[config.mk]
export PLATFORM = sky130hd
export DESIGN_NAME = if_pipe_reg
export DESIGN_NICKNAME = d
export VERILOG_FILES = /design/src/rtl/if_pipe_pkg.sv /design/src/rtl/sat_counter.sv /design/src/rtl/if_pipe_reg.sv
export SDC_FILE = /design/constraint.sdc
export NUM_CORES = 1
export LEC_CHECK = 0
export CAP_MARGIN = 10
export CORE_MARGIN = 3
export CORE_UTILIZATION = 35
export CTS_CLUSTER_SIZE = 16
export DETAILED_ROUTE_END_ITERATION = 16
export PLACE_DENSITY_LB_ADDON = 0.3
export SLEW_MARGIN = 20
export SYNTH_ARGS = -nofsm -noshare
export SYNTH_HDL_FRONTEND = slang
export SYNTH_SLANG_ARGS = --single-unit
export TNS_END_PERCENT = 30
[constraint.sdc]
create_clock -name clk -period 2.8 [get_ports clk]
set_input_delay 0.84 -clock clk [delete_from_list [all_inputs] [get_ports clk]]
set_output_delay 0.84 -clock clk [all_outputs]
set_load 0.02 [all_outputs]
[src/rtl/if_pipe_pkg.sv]
// Shared definitions for the IF pipeline stage register: defaults, state encoding, entry layout.
package if_pipe_pkg;

  localparam int unsigned PC_W_DEF  = 32;
  localparam int unsigned LANES_DEF = 2;

  // Encoding mirrors {main_v, skid_v}
  typedef enum logic [1:0] {
    EMPTY = 2'b00,
    ONE   = 2'b10,
    FULL  = 2'b11
  } pipe_state_e;

  typedef struct packed {
    logic [PC_W_DEF-1:0]  pc;
    logic [LANES_DEF-1:0] lane_mask;
  } entry_def_t;

  function automatic logic [1:0] occupancy(input pipe_state_e s);
    case (s)
      ONE:     occupancy = 2'd1;
      FULL:    occupancy = 2'd2;
      default: occupancy = 2'd0;
    endcase
  endfunction

endpackage

[src/rtl/sat_counter.sv]
// Saturating accumulator: adds inc every cycle, clamps at all-ones.
module sat_counter #(
  parameter int unsigned W = 32
) (
  input  logic         clk,
  input  logic         rst,
  input  logic [W-1:0] inc,
  output logic [W-1:0] cnt
);

  logic [W:0] sum;

  always_comb begin
    sum = {1'b0, cnt} + {1'b0, inc};
  end

  always_ff @(posedge clk or posedge rst) begin
    if (rst) begin
      cnt <= '0;
    end else if (sum[W]) begin
      cnt <= '1;
    end else begin
      cnt <= sum[W-1:0];
    end
  end

endmodule

[src/rtl/if_pipe_reg.sv]
// IF stage register with 2-entry skid buffer; in_ready depends only on registered state.
// Optional performance counters enabled by defining IF_PIPE_PERF_EN.
module if_pipe_reg
  import if_pipe_pkg::*;
#(
  parameter int unsigned PC_W  = PC_W_DEF,
  parameter int unsigned LANES = LANES_DEF
) (
  input  logic             clk,
  input  logic             rst,
  input  logic             in_valid,
  output logic             in_ready,
  input  logic [PC_W-1:0]  in_pc,
  input  logic [LANES-1:0] in_lane_mask,
  input  logic             stall_load,
  input  logic             flush,
  output logic             out_valid,
  input  logic             out_ready,
  output logic [PC_W-1:0]  out_pc,
  output logic [LANES-1:0] out_lane_mask
`ifdef IF_PIPE_PERF_EN
  ,
  output logic [31:0]      perf_stall_cnt,
  output logic [31:0]      perf_flush_cnt
`endif
);

  typedef struct packed {
    logic [PC_W-1:0]  pc;
    logic [LANES-1:0] lane_mask;
  } entry_t;

  pipe_state_e state_q, state_d;
  entry_t      main_q, skid_q, in_entry;
  logic        acc, dq;
  logic        load_main, load_skid, main_from_skid;

  assign in_entry      = '{pc: in_pc, lane_mask: in_lane_mask};
  assign in_ready      = (state_q != FULL);
  assign out_valid     = (state_q != EMPTY);
  assign out_pc        = main_q.pc;
  assign out_lane_mask = main_q.lane_mask;

  assign acc = in_valid & in_ready;
  assign dq  = out_valid & out_ready & ~stall_load;

  always_ff @(posedge clk or posedge rst) begin
    if (rst) begin
      state_q <= EMPTY;
    end else begin
      state_q <= state_d;
    end
  end

  // Flush only retargets state; data enables stay low so payload regs hold.
  always_comb begin
    state_d        = state_q;
    load_main      = 1'b0;
    load_skid      = 1'b0;
    main_from_skid = 1'b0;
    if (flush) begin
      state_d = EMPTY;
    end else begin
      case (state_q)
        EMPTY: begin
          if (acc) begin
            load_main = 1'b1;
            state_d   = ONE;
          end
        end
        ONE: begin
          if (acc && dq) begin
            load_main = 1'b1;
          end else if (acc) begin
            load_skid = 1'b1;
            state_d   = FULL;
          end else if (dq) begin
            state_d = EMPTY;
          end
        end
        FULL: begin
          if (dq) begin
            main_from_skid = 1'b1;
            state_d        = ONE;
          end
        end
        default: state_d = EMPTY;
      endcase
    end
  end

  always_ff @(posedge clk or posedge rst) begin
    if (rst) begin
      main_q <= '0;
      skid_q <= '0;
    end else begin
      if (load_main) begin
        main_q <= in_entry;
      end else if (main_from_skid) begin
        main_q <= skid_q;
      end
      if (load_skid) begin
        skid_q <= in_entry;
      end
    end
  end

`ifdef IF_PIPE_PERF_EN
  logic [31:0] stall_inc, flush_inc;
  logic [1:0]  flush_amt;

  always_comb begin
    flush_amt = occupancy(state_q) + {1'b0, acc};
    stall_inc = {31'd0, out_valid & ~(out_ready & ~stall_load)};
    flush_inc = flush ? {30'd0, flush_amt} : '0;
  end

  sat_counter #(.W(32)) u_stall_cnt (
    .clk (clk),
    .rst (rst),
    .inc (stall_inc),
    .cnt (perf_stall_cnt)
  );

  sat_counter #(.W(32)) u_flush_cnt (
    .clk (clk),
    .rst (rst),
    .inc (flush_inc),
    .cnt (perf_flush_cnt)
  );
`endif

endmodule

; ---- Yosys cells after proc, flatten, opt, wreduce, memory -nomap -nowiden
; Cells that the tools add are included.
[op_classes]
n_div = 0
shift = 0
mux = 19
bitwise_logic = 4
mul = 0
n_addsub = 0
magnitude_cmp = 0
reduce_logical = 5
n_eq_ne = 7
[op_table]
columns = cell, count
row1 = 34-bit 2-to-1 mux, 2
row2 = 2-bit 2-to-1 mux, 6
row3 = 1-bit 2-to-1 mux, 9
row4 = 3-bit inequality test (second input constant), 3
row5 = 2-bit case mux with 3 select lines, 1
row6 = 2-bit equality test (second input constant), 2
row7 = 4-bit inequality test (second input constant), 1
row8 = 4-bit AND reduction, 1
row9 = 2-bit nonzero test, 2
row10 = 1-bit AND, 3
row11 = 2-bit logical NOT, 1
row12 = 2-bit inequality test (second input constant), 1
row13 = 1-bit case mux with 2 select lines, 1
row14 = 1-bit logical AND, 1
row15 = 1-bit inverter, 1
[word_totals]
latch_bits = 0
in_bits = 40
mem_bits_rw = 0
n_memories = 0
mem_bits_ro = 0
ff_bits = 70

; ---- Depth between registers and ports, before layout
[logic_depth]
word_depth = 8
ltp_mapped = 8
ltp_nobuf = 6

; ---- Worst setup path before layout
; No wires, ideal clock.
[synth_path]
path_kind = input-to-reg
start = input port in_valid
end = register skid_q[23] (netlist bit)
arrival_time_ns = 1.780
required_ns = 2.675
cell_stages = 4
path_slack_ns = 0.895
cell_sequence = nand3_2 nor3_4 buf_6 mux2_2
[synth_via]
elab_chain_cells = 5
elab_cells_between_ends = 6
[synth_lines]
columns = item, line
row1 = from (decl), if_pipe_reg.sv:11  ; input logic in_valid,
row2 = 1-bit AND (*), if_pipe_reg.sv:44  ; assign acc = in_valid & in_ready;
row3 = 1-bit 2-to-1 mux / 1-bit logical AND (equally long branches), "if_pipe_reg.sv:74, if_pipe_reg.sv:72"
row4 = 1-bit 2-to-1 mux (*), if_pipe_reg.sv:72  ; if (acc && dq) begin
row5 = 1-bit 2-to-1 mux (*), if_pipe_reg.sv:64  ; case (state_q)
row6 = 1-bit 2-to-1 mux (*), if_pipe_reg.sv:61  ; if (flush) begin
row7 = to (signal assigned), if_pipe_reg.sv:103  ; skid_q <= in_entry;
row8 = to (decl), if_pipe_reg.sv:34  ; entry_t main_q, skid_q, in_entry;
; Every way passes the cells marked *; elsewhere a longest branch is shown, timed or not.
; A chain may end at the register's enable or synchronous reset.

; ---- Worst setup path after layout
[layout_path]
start = register state_q[0]
end = output port out_valid
[layout_via]
elab_chain_cells = 1
[layout_lines]
columns = item, line
row1 = from (decl), if_pipe_reg.sv:33  ; pipe_state_e state_q, state_d;
row2 = from (signal assigned), if_pipe_reg.sv:51  ; state_q <= state_d;
row3 = 2-bit nonzero test, if_pipe_reg.sv:40  ; assign out_valid = (state_q != EMPTY);
row4 = to (decl), if_pipe_reg.sv:17  ; output logic out_valid,
; No other way between the ends.

==> out/qor.yml <==
wire_per_inst_um: 13.9
finalSetupViolCount: 0
final_max_slew_viol_count: 0
syn_area_sq_mm: 0.00312
numCtsBuffers: 9
postSynthCellCount: 247
synthMuxAreaShare_pct: 23.2
h-tree-depth: 3
synth_top_area_cell: "dfrtp_1"
hold_class: "reg2reg"
netlist.area_leader.share_pct: 56.2
grt_overflow: 0
wl_um: 6020
syn_avg_cell_area_sq_um: 12.6
finClkSkew_ps: 6.67
yosys.cell_count.top_type: "dfrtp_1"
rsz0062_at_grt: "no"
fin_tns_setup_ps: 0
max_clock_freq_mhz: 379
clkSlewWorstSetupHoldPaths_ps: 70
startpoint_type: "flip-flop"
final_nets: 368
avgViaCountPerCell: 4.75
die_w_um: 100
rr_worst_depth: 6
design_area_sq_mm: 0.00421
fill_cells: 768
core_area_sq_mm: 0.00842
grt_pass1_vias: 2154
cts_setup_buffers: 0
ant_nets: 0
path_max_fanout: 3
grt_pass1_wl_um: 10200
ctsResizeCount: 0
syn_to_final_growth_pct: 34.9
slew_headroom_pct: 69.4
rows: 33
yosysSeqAreaShare_pct: 56.2
critPathArrivalTime_ps: 1800
drt_iter0_markers: 53
synth.distinct_cells: 26
power_density_mw_per_mm2: 1060
crit_required_ps: 1960
status: "finished, final reports clean"
drv_cap: 0
drive_above_1_share_pct: 14.9
cts_num_sinks: 70
power_mw: 4.44
synthFlopType: "dfrtp_1"
ys_top_cells_by_area: "dfrtp_1 56%, mux2i_1 11%, mux2_2 8.3%"
yosysWarningCount: 0
syn_nets: 291
synth_xor_area_share_pct: 0
worst_pin_slew_ps: 459
synth-edff-count: 0
synth_common_cells: "70 x dfrtp_1, 35 x nand2_1, 34 x mux2i_1, 23 x mux2_2, 20 x o21ai_0"
start_util_pct: 37.0
layout.cells.non_filler: 434
synth_top_family_by_area: "multiplexers"
worstSetupEndpointType: "primary output"
io_buffers: 75
static-leakage-power_nw: 1.96
cts_tree: "built"
clockBufferDepth: 2
synth_fa_ha_area_share_pct: 1.60
synth_seq_cells: 70
first_pass_iters: 4
synth_simple_gate_area_share_pct: 6.82
die_h_um: 100
grt_use_total_pct: 12.9
dieArea_sq_mm: 0.0101
worstSetupPathType: "reg2out"
vias: 2061
worstSkewPairLatency_ps: 340
n_antenna_cell: 0
max-vdd-ir-drop_mv: 0.530
ctsHoldBuffers: 0
antenna_found_initial: 0
place_hpwl_um: 3940
gp_congestion: 0.689
drc_errors: 0
grt_max_degree: 69
place_area_sq_mm: 0.00396
clock-root-buffer: "clkbuf_8"
whs_path_depth: 1
synthArstFlopShare_pct: 100
post-route-min-period_ps: 2640
design.portCount: 76
period_share_pct: 94.3
place_inst: 418
hold_violations: 0
synth_compound_area_share_pct: 7.58
-- layout make-up --
| class | count | area, sq um | area share, % |
|---|---|---|---|
| Sequential cell | 70 | 1750 | 41.6 |
| Multi-Input combinational cell | 157 | 1230 | 29.2 |
| Inverter | 6 | 22.5 | 0.535 |
| Timing Repair Buffer | 80 | 826 | 19.6 |
| Clock buffer | 11 | 141 | 3.36 |
| Tap cell | 105 | 131 | 3.12 |
| Clock inverter | 5 | 106 | 2.53 |
-- final timing paths --
check | startpoint | endpoint | slack (ps)
setup reg to reg | state_q[0] | skid_q[18] | 980
min in group asynchronous | rst | out_pc[11] | 920
max in group asynchronous | rst | out_lane_mask[1] | 1540
setup / recovery | state_q[0] | out_valid | 160
hold / removal | skid_q[21] | skid_q[21] | 490
hold reg to reg | skid_q[21] | skid_q[21] | 490
-- layout by cell type, fill, tap and decap left out, types with 3 or more instances in the layout --
cell and count:
inv_1 4, clkdlybuf4s50_1 75, a211o_1 3, mux2i_1 34
bufinv_16 3, buf_12 3, mux2_2 23, dfrtp_1 70
ha_1 4, o21ai_1 15, mux2_1 11, o21ai_0 20
nand2_1 35, clkbuf_8 10
-- routing by layer --
metal / GRT usage, % / routed length [um] / vias to the layer above
met3: 4.24 / 384 / 6
met2: 20.7 / 2840 / 57
met5: 0 / 0 / -
met4: 5.28 / 65 / 0
li1: - / - / 1017
met1: 16.2 / 2720 / 981
-- power breakdown --
group	switching, mW	internal, mW
clock	0.370	0.618
sequential	0.260	1.51
combinational	0.790	0.891
-- critical path: stages, from the launching register on --
cell and delay (ps):
dfrtp_1 370, inv_1 80, ha_1 260, inv_1 130
clkdlybuf4s50_1 620
-- sequential cells by signal (all words and copies together), names as in the netlist --
name and cells:
out_lane_mask 2, state_q 2, out_pc 32, skid_q 34
-- stage by stage --
step / utilization, % / worst slack [ps] / hold slack [ps]
after global placement: 47.0 / 339 / 466
after global routing: 50.0 / 53.6 / 511
after CTS: 50.0 / 126 / 491
final: 50.0 / 160 / 486
after detailed placement: 47.0 / 306 / 475
after floorplan: - / 192 / 457
-- cell families after synthesis --
kind of cell | after synthesis
muxes | 68
AOI/OAI and AO/OA | 42
DFF | 70
adders and majority gates | 4
and+or+nand+nor | 43
buffers and inverters | 20
Power figures use the tool's default switching activity.
